**src/rtl/fp32_pkg.sv**
```systemverilog
// Shared constants and FSM encoding for the sequential fp32 divider.
package fp32_pkg;
  localparam int EXP_W = 8;
  localparam int MAN_W = 23;
  localparam int BIAS  = 127;
  localparam int SIG_W = MAN_W + 1;   // significand with hidden bit
  localparam int QW    = MAN_W + 3;   // quotient bits produced by the core
  localparam int EXP_X = EXP_W + 2;   // signed working exponent width

  localparam logic [31:0]      QNAN    = 32'h7FC00000;
  localparam logic [31:0]      POS_INF = 32'h7F800000;
  localparam logic [EXP_X-1:0] E_BIAS  = EXP_X'(BIAS);
  localparam logic [EXP_X-1:0] E_INF   = EXP_X'((1 << EXP_W) - 1);

  typedef enum logic [1:0] {S_IDLE, S_DIV, S_NORM, S_FIN} state_t;

  typedef struct packed {
    logic             sign;
    logic [EXP_W-1:0] exp;
    logic [MAN_W-1:0] man;
  } fp32_t;
endpackage

```
**src/rtl/fp32_divider_if.sv**
```systemverilog
// Start/done handshake bundle between the host and the fp32 divider.
interface fp32_divider_if;
  logic        start;
  logic [31:0] a;
  logic [31:0] b;
  logic        busy;
  logic        done;
  logic [31:0] quotient;
  logic        div_by_zero;
  logic        invalid;
  logic        overflow;
  logic        underflow;

  modport master (output start, a, b,
                  input  busy, done, quotient, div_by_zero, invalid, overflow, underflow);
  modport slave  (input  start, a, b,
                  output busy, done, quotient, div_by_zero, invalid, overflow, underflow);
endinterface

```
**src/rtl/fp_mant_divider.sv**
```systemverilog
// Restoring significand divider: load performs the first iteration on ma,
// each step shifts the remainder and retires one more quotient bit.
module fp_mant_divider
  import fp32_pkg::*;
(
  input  logic             clk,
  input  logic             rst,
  input  logic             load,
  input  logic             step,
  input  logic [SIG_W-1:0] ma,
  input  logic [SIG_W-1:0] mb,
  output logic [QW-1:0]    q,
  output logic             rem_nz
);
  logic [SIG_W-1:0] r_rem;
  logic [SIG_W-1:0] r_mb;
  logic [QW-1:0]    r_q;
  logic [SIG_W:0]   w_trial;
  logic [SIG_W:0]   w_div;
  logic [SIG_W:0]   w_diff;
  logic             w_ge;

  // Remainder stays below the divisor, so it fits in SIG_W bits between steps.
  assign w_trial = load ? {1'b0, ma} : {r_rem, 1'b0};
  assign w_div   = load ? {1'b0, mb} : {1'b0, r_mb};
  assign w_diff  = w_trial - w_div;
  assign w_ge    = (w_trial >= w_div);

  // One restoring iteration per load/step.
  always_ff @(posedge clk or posedge rst) begin
    if (rst) begin
      r_rem <= '0;
      r_mb  <= '0;
      r_q   <= '0;
    end else if (load || step) begin
      r_rem <= w_ge ? w_diff[SIG_W-1:0] : w_trial[SIG_W-1:0];
      r_q   <= load ? {{(QW-1){1'b0}}, w_ge} : {r_q[QW-2:0], w_ge};
      if (load) r_mb <= mb;
    end
  end

  assign q      = r_q;
  assign rem_nz = |r_rem;
endmodule

```
**src/rtl/fp32_divider.sv**
```systemverilog
// Sequential IEEE-754 single-precision divider (a / b), start/done handshake.
// Build option: FP_DIV_ROUND_EN selects round-to-nearest-even; otherwise truncate.
module fp32_divider
  import fp32_pkg::*;
(
  input  logic           clk,
  input  logic           rst,
  fp32_divider_if.slave  bus
);
  fp32_t            w_a, w_b;
  logic             w_a_zero, w_a_inf, w_a_nan, w_b_zero, w_b_inf, w_b_nan;
  logic             w_sign, w_accept, w_spec;
  logic [31:0]      w_spec_res;
  logic [3:0]       w_spec_flg;            // {div_by_zero, invalid, overflow, underflow}
  logic [EXP_X-1:0] w_e0, w_exp_f;
  logic [QW-1:0]    w_q;
  logic             w_rem_nz, w_inc, w_ovf, w_unf;
  logic [MAN_W:0]   w_man_r;

  state_t           r_state;
  logic [4:0]       r_cnt;
  logic             r_sign, r_spec, r_busy, r_done;
  logic [EXP_X-1:0] r_exp;
  logic [MAN_W-1:0] r_man;
  logic [31:0]      r_spec_res, r_quot;
  logic [3:0]       r_spec_flg, r_flg;

  assign w_a      = bus.a;
  assign w_b      = bus.b;
  assign w_a_zero = (w_a.exp == '0);
  assign w_b_zero = (w_b.exp == '0);
  assign w_a_inf  = (&w_a.exp) && (w_a.man == '0);
  assign w_b_inf  = (&w_b.exp) && (w_b.man == '0);
  assign w_a_nan  = (&w_a.exp) && (w_a.man != '0);
  assign w_b_nan  = (&w_b.exp) && (w_b.man != '0);
  assign w_sign   = w_a.sign ^ w_b.sign;
  assign w_accept = (r_state == S_IDLE) && bus.start;
  assign w_e0     = {2'b00, w_a.exp} - {2'b00, w_b.exp} + E_BIAS;

  // Operands that never need the divider resolve at start.
  always_comb begin
    w_spec     = 1'b1;
    w_spec_res = '0;
    w_spec_flg = '0;
    if (w_a_nan || w_b_nan || (w_a_zero && w_b_zero) || (w_a_inf && w_b_inf)) begin
      w_spec_res = QNAN;
      w_spec_flg = 4'b0100;
    end else if (w_b_zero) begin
      w_spec_res = {w_sign, POS_INF[30:0]};
      w_spec_flg = {~w_a_inf, 3'b000};   // inf/0 is plain inf, not a divide-by-zero
    end else if (w_a_inf) begin
      w_spec_res = {w_sign, POS_INF[30:0]};
    end else if (w_a_zero || w_b_inf) begin
      w_spec_res = {w_sign, 31'b0};
    end else begin
      w_spec = 1'b0;
    end
  end

  fp_mant_divider u_mant (
    .clk    (clk),
    .rst    (rst),
    .load   (w_accept),
    .step   (r_state == S_DIV),
    .ma     ({1'b1, w_a.man}),
    .mb     ({1'b1, w_b.man}),
    .q      (w_q),
    .rem_nz (w_rem_nz)
  );

`ifdef FP_DIV_ROUND_EN
  logic r_grd, r_stk;
  assign w_inc = r_grd & (r_stk | r_man[0]);

  // Guard/sticky capture alongside normalization.
  always_ff @(posedge clk or posedge rst) begin
    if (rst) begin
      r_grd <= 1'b0;
      r_stk <= 1'b0;
    end else if (r_state == S_NORM) begin
      r_grd <= w_q[QW-1] ? w_q[1] : w_q[0];
      r_stk <= (w_q[QW-1] & w_q[0]) | w_rem_nz;
    end
  end
`else
  logic w_unused_lsb;
  assign w_unused_lsb = ^{w_q[1:0], w_rem_nz};
  assign w_inc        = 1'b0;
`endif

  // Rounding carry-out bumps the exponent; the wrapped mantissa is already zero.
  assign w_man_r = {1'b0, r_man} + {{MAN_W{1'b0}}, w_inc};
  assign w_exp_f = r_exp + {{(EXP_X-1){1'b0}}, w_man_r[MAN_W]};
  assign w_unf   = w_exp_f[EXP_X-1] || (w_exp_f == '0);
  assign w_ovf   = !w_exp_f[EXP_X-1] && (w_exp_f >= E_INF);

  // Control FSM with registered handshake outputs and result packing.
  always_ff @(posedge clk or posedge rst) begin
    if (rst) begin
      r_state    <= S_IDLE;
      r_cnt      <= '0;
      r_sign     <= 1'b0;
      r_spec     <= 1'b0;
      r_exp      <= '0;
      r_man      <= '0;
      r_spec_res <= '0;
      r_spec_flg <= '0;
      r_busy     <= 1'b0;
      r_done     <= 1'b0;
      r_quot     <= '0;
      r_flg      <= '0;
    end else begin
      r_done <= 1'b0;
      case (r_state)
        S_IDLE: if (bus.start) begin
          r_busy     <= 1'b1;
          r_flg      <= '0;
          r_sign     <= w_sign;
          r_exp      <= w_e0;
          r_spec     <= w_spec;
          r_spec_res <= w_spec_res;
          r_spec_flg <= w_spec_flg;
          r_cnt      <= 5'(QW - 2);       // load already did the first iteration
          r_state    <= w_spec ? S_FIN : S_DIV;
        end
        S_DIV: begin
          if (r_cnt == '0) r_state <= S_NORM;
          else             r_cnt   <= r_cnt - 5'd1;
        end
        S_NORM: begin
          if (w_q[QW-1]) begin
            r_man <= w_q[QW-2:2];
          end else begin
            r_man <= w_q[QW-3:1];
            r_exp <= r_exp - {{(EXP_X-1){1'b0}}, 1'b1};
          end
          r_state <= S_FIN;
        end
        S_FIN: begin
          r_busy  <= 1'b0;
          r_done  <= 1'b1;
          r_state <= S_IDLE;
          if (r_spec) begin
            r_quot <= r_spec_res;
            r_flg  <= r_spec_flg;
          end else if (w_ovf) begin
            r_quot <= {r_sign, POS_INF[30:0]};
            r_flg  <= 4'b0010;
          end else if (w_unf) begin
            r_quot <= {r_sign, 31'b0};
            r_flg  <= 4'b0001;
          end else begin
            r_quot <= {r_sign, w_exp_f[EXP_W-1:0], w_man_r[MAN_W-1:0]};
          end
        end
        default: r_state <= S_IDLE;
      endcase
    end
  end

  assign bus.busy        = r_busy;
  assign bus.done        = r_done;
  assign bus.quotient    = r_quot;
  assign bus.div_by_zero = r_flg[3];
  assign bus.invalid     = r_flg[2];
  assign bus.overflow    = r_flg[1];
  assign bus.underflow   = r_flg[0];
endmodule

```
**src/flat_wrapper.sv**
```systemverilog
// flat-port wrapper written by rule: the top's interface ports become plain ports
module fp32_divider_flat import fp32_pkg::*;
  (clk, rst, bus_start, bus_a, bus_b, bus_busy, bus_done, bus_quotient, bus_div_by_zero, bus_invalid, bus_overflow, bus_underflow);
  fp32_divider_if bus_i ();
  input  logic clk;
  input  logic rst;
  input wire logic [$bits(bus_i.start)-1:0] bus_start;
  input wire logic [$bits(bus_i.a)-1:0] bus_a;
  input wire logic [$bits(bus_i.b)-1:0] bus_b;
  output wire logic [$bits(bus_i.busy)-1:0] bus_busy;
  output wire logic [$bits(bus_i.done)-1:0] bus_done;
  output wire logic [$bits(bus_i.quotient)-1:0] bus_quotient;
  output wire logic [$bits(bus_i.div_by_zero)-1:0] bus_div_by_zero;
  output wire logic [$bits(bus_i.invalid)-1:0] bus_invalid;
  output wire logic [$bits(bus_i.overflow)-1:0] bus_overflow;
  output wire logic [$bits(bus_i.underflow)-1:0] bus_underflow;
  assign bus_i.start = bus_start;
  assign bus_i.a = bus_a;
  assign bus_i.b = bus_b;
  assign bus_busy = bus_i.busy;
  assign bus_done = bus_i.done;
  assign bus_quotient = bus_i.quotient;
  assign bus_div_by_zero = bus_i.div_by_zero;
  assign bus_invalid = bus_i.invalid;
  assign bus_overflow = bus_i.overflow;
  assign bus_underflow = bus_i.underflow;
  fp32_divider u_core (.clk(clk), .rst(rst), .bus(bus_i));
endmodule
```
**config.mk**
```make
export PLATFORM = sky130hd
export DESIGN_NAME = fp32_divider_flat
export DESIGN_NICKNAME = d
export VERILOG_FILES = /design/src/rtl/fp32_pkg.sv /design/src/rtl/fp32_divider_if.sv /design/src/rtl/fp_mant_divider.sv /design/src/rtl/fp32_divider.sv /design/src/flat_wrapper.sv
export SDC_FILE = /design/constraint.sdc
export NUM_CORES = 1
export LEC_CHECK = 0
export ABC_AREA = 0
export CORE_ASPECT_RATIO = 0.9
export CORE_MARGIN = 2
export CORE_UTILIZATION = 50
export DETAILED_ROUTE_END_ITERATION = 16
export PLACE_DENSITY = 0.73
export SYNTH_ARGS = -nofsm -noshare
export SYNTH_HDL_FRONTEND = slang
export SYNTH_SLANG_ARGS = --single-unit
export TNS_END_PERCENT = 20
```
**constraint.sdc**
```tcl
create_clock -name clk -period 6.95 [get_ports clk]
set_input_delay 1.0425 -clock clk [delete_from_list [all_inputs] [get_ports clk]]
set_output_delay 1.0425 -clock clk [all_outputs]
set_load 0.005 [all_outputs]
```
* Yosys cells after proc, flatten, opt, wreduce, memory -nomap -nowiden
Cells that the tools add are included.
** Cells by class
- $add $sub $neg :: 5
- Order comparisons :: 2
- Equal/unequal tests :: 8
- Multiplexer cells :: 36
- Bitwise logic cells :: 2
- Reductions and logical operators :: 36
** Operator list (count)
- $mux W32 :: 5
- $mux W31 :: 2
- $mux W24 :: 2
- $logic_not A23 Y1 :: 2
- $reduce_bool A23 Y1 :: 2
- $mux W26 :: 1
- $ge A25 B24 Y1 :: 1
- $mux W25 :: 1
- $mux W4 :: 6
- $sub A24 B24 Y24 :: 1
- $mux W23 :: 1
- $mux W10 :: 2
- $pmux W10 S2 :: 1
- $logic_not A8 Y1 :: 2
- $reduce_and A8 Y1 :: 2
- $add A10 B7 Y10 const B :: 1
- $ge A10 B8 Y1 const B :: 1
- $logic_not A10 Y1 :: 1
- $mux W5 :: 2
- $pmux W5 S2 :: 1
- $sub A10 B1 Y10 const B :: 1
- $reduce_and A3 Y1 :: 3
- $sub A8 B8 Y9 :: 1
- $logic_and A1 B1 Y1 :: 8
- 19 further kinds :: 39
** Word-level totals
- Bits in registers :: 190
- Bits of input ports :: 67
- Output and inout port bits :: 38

* Logic depth before layout (Yosys ltp)
- Word-level depth :: 10
- Gate-level depth with buffers :: 19
- Depth with buffers taken out :: 16

* Modules after synthesis
Synthesis repeated with hierarchy kept, for this count alone.
** Unflattened totals
- Cell total of the unflattened synthesis :: 1015
- Area, all modules :: 9726.8 um^2
** By module, submodules not included
- fp_mant_divider :: instances 1, cells each 519, area each 4924.7 um^2
- fp32_divider :: instances 1, cells each 496, area each 4802.1 um^2

* Least setup slack after synthesis
OpenSTA, ideal clock, no wires.
- Kind :: input port to flip-flop
- From :: input bus_start
- To :: register u_core.u_mant.r_rem[22]
- Library setup time :: 0.077 ns
- Data arrival time :: 4.387 ns
- Data required time :: 6.873 ns
- Slack :: 2.486 ns
- Cell stages on the path :: 17
- Buffers on the path :: 3
- Cell sequence :: and2_1 > clkbuf_1 > buf_1 > clkbuf_1 > nand2_1 > nand2_1 > ha_1 > inv_1 > fa_1 > a211o_1 > a211oi_1 > o221ai_1 > a41o_1 > a221oi_1 > xnor2_1 > mux2i_1 > a21oi_1
** Between the ends
- Longest elaborated chain between the ends :: 4
- Elaborated cells on any way between the ends :: 7
** Ends and longest elaborated chain
- start: declaration :: RTL line flat_wrapper.sv:7 : input wire logic [$bits(bus_i.start)-1:0] bus_start;
- $logic_and A1 B1 Y1 (*) :: RTL line fp32_divider.sv:37 : assign w_accept = (r_state == S_IDLE) && bus.start;
- $mux W25 / $mux W24 (equally long branches) :: RTL line fp_mant_divider.sv:24, fp_mant_divider.sv:25
- $sub A24 B24 Y24 / $ge A25 B24 Y1 (equally long branches) :: RTL line fp_mant_divider.sv:26, fp_mant_divider.sv:27
- $mux W24 :: RTL line fp_mant_divider.sv:36 : r_rem <= w_ge ? w_diff[SIG_W-1:0] : w_trial[SIG_W-1:0];
- end signal: assignment :: RTL line fp_mant_divider.sv:36
- end: declaration :: RTL line fp_mant_divider.sv:15 : logic [SIG_W-1:0] r_rem;
Mark *: on every way between the ends. The rest lies on a longest branch, timed or not.
A chain may end at the register's enable or synchronous reset.

* Worst setup path in the final report
Ends and elaborated chain as after synthesis.

==> results.sh <==
export IMPL_status="finished clean"
export IMPL_intPower_w=0.00325
export IMPL_nets=1200
export IMPL_cp_end_kind="flip-flop"
export IMPL_synth_xor_area_frac=0.0331
export IMPL_placed_cells=1310
export IMPL_clkLatencyLatePin_ns=0.44
export IMPL_vias=7393
export IMPL_switchingPower_w=0.00251
export IMPL_grt_pass1_vias=6906
export IMPL_hold_buffers=0
export IMPL_synthesis_area_sq_um=8980
export IMPL_antenna_found_initial=0
export IMPL_grt_overflow_total=0
export IMPL_vias_per_cell=5.51
export IMPL_critPathBufInv=2
export IMPL_cpLargestDelayFamily="compound AO/OA/AOI/OAI gates"
export IMPL_startpoint_type="input pin"
export IMPL_worstSetupPathType="in -> reg"
export IMPL_setup_slack_ns=2.13
export IMPL_grt_use_total=0.222
export IMPL_power_frac_comb=0.564
export IMPL_routed_wl_mm=20.7
export IMPL_synth_seq_cells=158
export IMPL_synthAdderAreaFrac=0.0629
export IMPL_drive_gt1_frac=0.0508
export IMPL_drtAntennaViolNets=0
export IMPL_core_rowCount=46
export IMPL_swShare=0.435
export IMPL_rsz0062_at_grt="false"
export IMPL_synth_distinct_cells=61
export IMPL_power_density_nw_per_um2=529
export IMPL_die_x_um=145
export IMPL_numClockSinks=158
export IMPL_synth_top_family_by_area="simple AND/OR/NAND/NOR gates"
export IMPL_syn_area_per_cell_sq_um=8.98
export IMPL_areaGrowthSynthToFinish_pct=21.0
export IMPL_relSlewSlack=0.237
export IMPL_seq_area_frac_synth=0.440
export IMPL_cp_slowest_cell="and2_2"
export IMPL_drc_errors=0
export IMPL_n_antenna_cell=0
export IMPL_clk_path_buf_depth=2
export IMPL_worstPathMaxFanout=46
export IMPL_grt_pass1_wl_mm=34.9
export IMPL_synth_simple_area_share=0.180
export IMPL_drtIter0Drc=417
export IMPL_place_congestion=0.896
export IMPL_clkPwrFrac=0.168
export IMPL_seq_power_share=0.268
export IMPL_muxShareOfSynthArea=0.0816
export IMPL_cts_resized=0
export IMPL_hp_class="reg -> reg"
export IMPL_drv_cap=0
export IMPL_cts_setup_buffers=0
export IMPL_worst_pin_slew_ns=1.14
export IMPL_max_stage_delay_ns=0.76
export IMPL_clk_pin_slew_worst_paths_ns=0.07
export IMPL_cts_max_level=4
export IMPL_fp_dieArea_sq_um=19100
export IMPL_root_buffer="clkbuf_16"
export IMPL_post_route_period_util=0.693
export IMPL_synthCells=1000
export IMPL_synth_main_ff_cell="dfrtp_1"
export IMPL_first_pass_iters=5
export IMPL_finalClockSkew_ns=0.0103
export IMPL_final_setup_tns_ns=0
export IMPL_stdcell_count=1342
export IMPL_cpMostUsedCell="nand2_1"
export IMPL_fp_coreArea_sq_um=17600
export IMPL_die_h_um=131
export IMPL_io_buffers=104
export IMPL_synth_compound_area_frac=0.162
export IMPL_hold_violations=0
export IMPL_drt_wirelength_per_cell_um=15.4
export IMPL_fmax_ghz=0.208
export IMPL_setup_viol=0
export IMPL_leakagePower_nw=4.89
export IMPL_syn_nets=1111
export IMPL_post_dp_hpwl_mm=14.7
export IMPL_place_ws_ns=1.74
export IMPL_critical_path_required_ns=7.31
export IMPL_io_pins=105
export IMPL_grt_max_degree=82
export IMPL_arrival_ns=5.18
export IMPL_ir_worst_vdd_mv=0.293
export IMPL_ys_async_sr_fraction=1.00
export IMPL_final_max_slew_viol_count=0
export IMPL_cts_buffers_inserted=17
export IMPL_yosys_warnings=0
export IMPL_cts_tree="yes"
export IMPL_synth_edff_count=0
export IMPL_start_util=0.510
export IMPL_period_needed_ns=4.82
export IMPL_crit_chain="clkdlybuf4s50_1 > and2_2 > nand2_1 > nand2_1 > ha_1 > inv_1 > fa_1 > a211o_1 > a211oi_1 > o221ai_1 > a41o_1 > a221oi_1 > xnor2_1 > mux2i_1 > a21oi_1"
-- registers in the layout (all words and copies together), names as in the netlist, 4 cells and up --
register	cells
u_core.bus.quotient	32
u_core.r_cnt	5
u_core.r_exp	10
u_core.r_flg	4
u_core.r_man	23
u_core.u_mant.q	26
u_core.u_mant.r_mb	24
u_core.u_mant.r_rem	24
-- synthesized netlist by cell type, types with 4 or more instances --
cell type	count	area, sq um
nand2_1	184	691
dfrtp_1	158	3950
nor2_1	96	360
a21oi_1	78	390
mux2i_1	71	711
o21ai_0	55	275
inv_1	50	188
ha_1	42	526
clkbuf_1	36	135
xnor2_1	23	201
a22o_1	22	193
nor4_1	17	106
nor3_1	13	65.1
nand3_1	11	55.1
xor2_1	11	96.3
a21o_1	10	75.1
and4_1	8	70.1
nor2b_1	8	50.1
o21a_1	8	60.1
o2bb2ai_1	7	61.3
buf_1	6	22.5
nand4_1	6	37.5
o211ai_1	6	45.0
a221oi_1	5	43.8
a31oi_1	5	31.3
and2_1	5	31.3
and3_1	5	31.3
or3_1	5	31.3
nand2b_1	4	25.0
o21bai_1	4	30.0
-- stage by stage --
step                      utilization  cell area, sq um  hold WS (ns)  power [W]
after global routing            0.617             10900         0.477    0.00623
final                           0.617             10900         0.455    0.00576
after CTS                       0.617             10900         0.460    0.00575
after global placement          0.582             10200         0.435    0.00467
after floorplan                     -              8980         0.419    0.00394
after detailed placement        0.582             10200         0.445    0.00475
-- worst register-to-register path, stage by stage, from the launching register on --
cell	delay, ns
dfrtp_1	0.41
inv_1	0.14
ha_1	0.26
and2_2	0.78
nand2_1	0.19
nand2_1	0.10
ha_1	0.18
inv_1	0.06
fa_1	0.42
a211o_1	0.30
a211oi_1	0.31
o221ai_1	0.25
a41o_1	0.34
a221oi_1	0.31
xnor2_1	0.16
mux2i_1	0.09
a21oi_1	0.15
-- power by group through the flow --
stage	Combinational [W]	Clock, W	Sequential, W
3_5_place_dp	0.00320	0	0.00156
6_report	0.00325	0.000965	0.00155
2_1_floorplan	0.00245	0	0.00150
5_1_grt	0.00361	0.00102	0.00159
3_3_place_gp	0.00313	0	0.00155
4_1_cts	0.00323	0.000980	0.00154
-- cell families (layout without fill, tap and decap cells) --
family,Yosys count,in the layout
flip-flops,158,158
multiplexers,73,73
XOR/XNOR,34,34
AND/OR/NAND/NOR,369,369
adder cells (fa/ha/maj),44,44
buffers and inverters,94,196
AO/OA/AOI/OAI,228,228
-- layer usage --
layer  wire length, um  track usage  vias up
met2              9630        0.346      163
met1              9930        0.321     3515
met5                 0            0        -
met3               903       0.0413       23
met4               248       0.0594        0
li1                  -            -     3692
-- placed cells by master (no fill, tap or decap), types with 6 or more instances in the layout --
master	n
xor2_1	11
nand4_1	6
inv_1	49
nor2b_1	8
a22o_1	22
and4_1	8
clkbuf_16	17
o21ai_0	55
o2bb2ai_1	7
nand2_1	183
clkdlybuf4s50_1	104
a21oi_1	78
buf_4	10
nor4_1	17
nor3_1	13
o211ai_1	6
o21a_1	8
a21o_1	10
mux2i_1	71
nand3_1	11
dfrtp_1	158
ha_1	41
xnor2_1	23
nor2_1	96
clkinv_8	6
-- path summary, 6_finish.rpt --
check | from | endpoint | slack [ns] | cells after the start
worst max register to register | u_core.r_state[0] | u_core.u_mant.r_rem[22] | 2.43 | 16
min in group asynchronous | rst | u_core.u_mant.r_rem[19] | 1.09 | 2
worst max-delay path | bus_start | u_core.u_mant.r_rem[22] | 2.13 | 15
worst min-delay path | u_core.u_mant.r_mb[23] | u_core.u_mant.r_mb[23] | 0.45 | 2
worst min register to register | u_core.u_mant.r_mb[23] | u_core.u_mant.r_mb[23] | 0.45 | 2
max in group asynchronous | rst | u_core.bus.quotient[0] | 4.39 | 3
-- final cells by class --
class | count | area (sq um)
repair buffers | 114 | 1120
multi-input cells | 748 | 4680
inverters | 50 | 193
clock buffers | 17 | 425
well taps | 240 | 300
flip-flops and latches | 158 | 3950
fillers | 1535 | 6740
clock inverters | 15 | 203
Power figures use the tool's default switching activity.
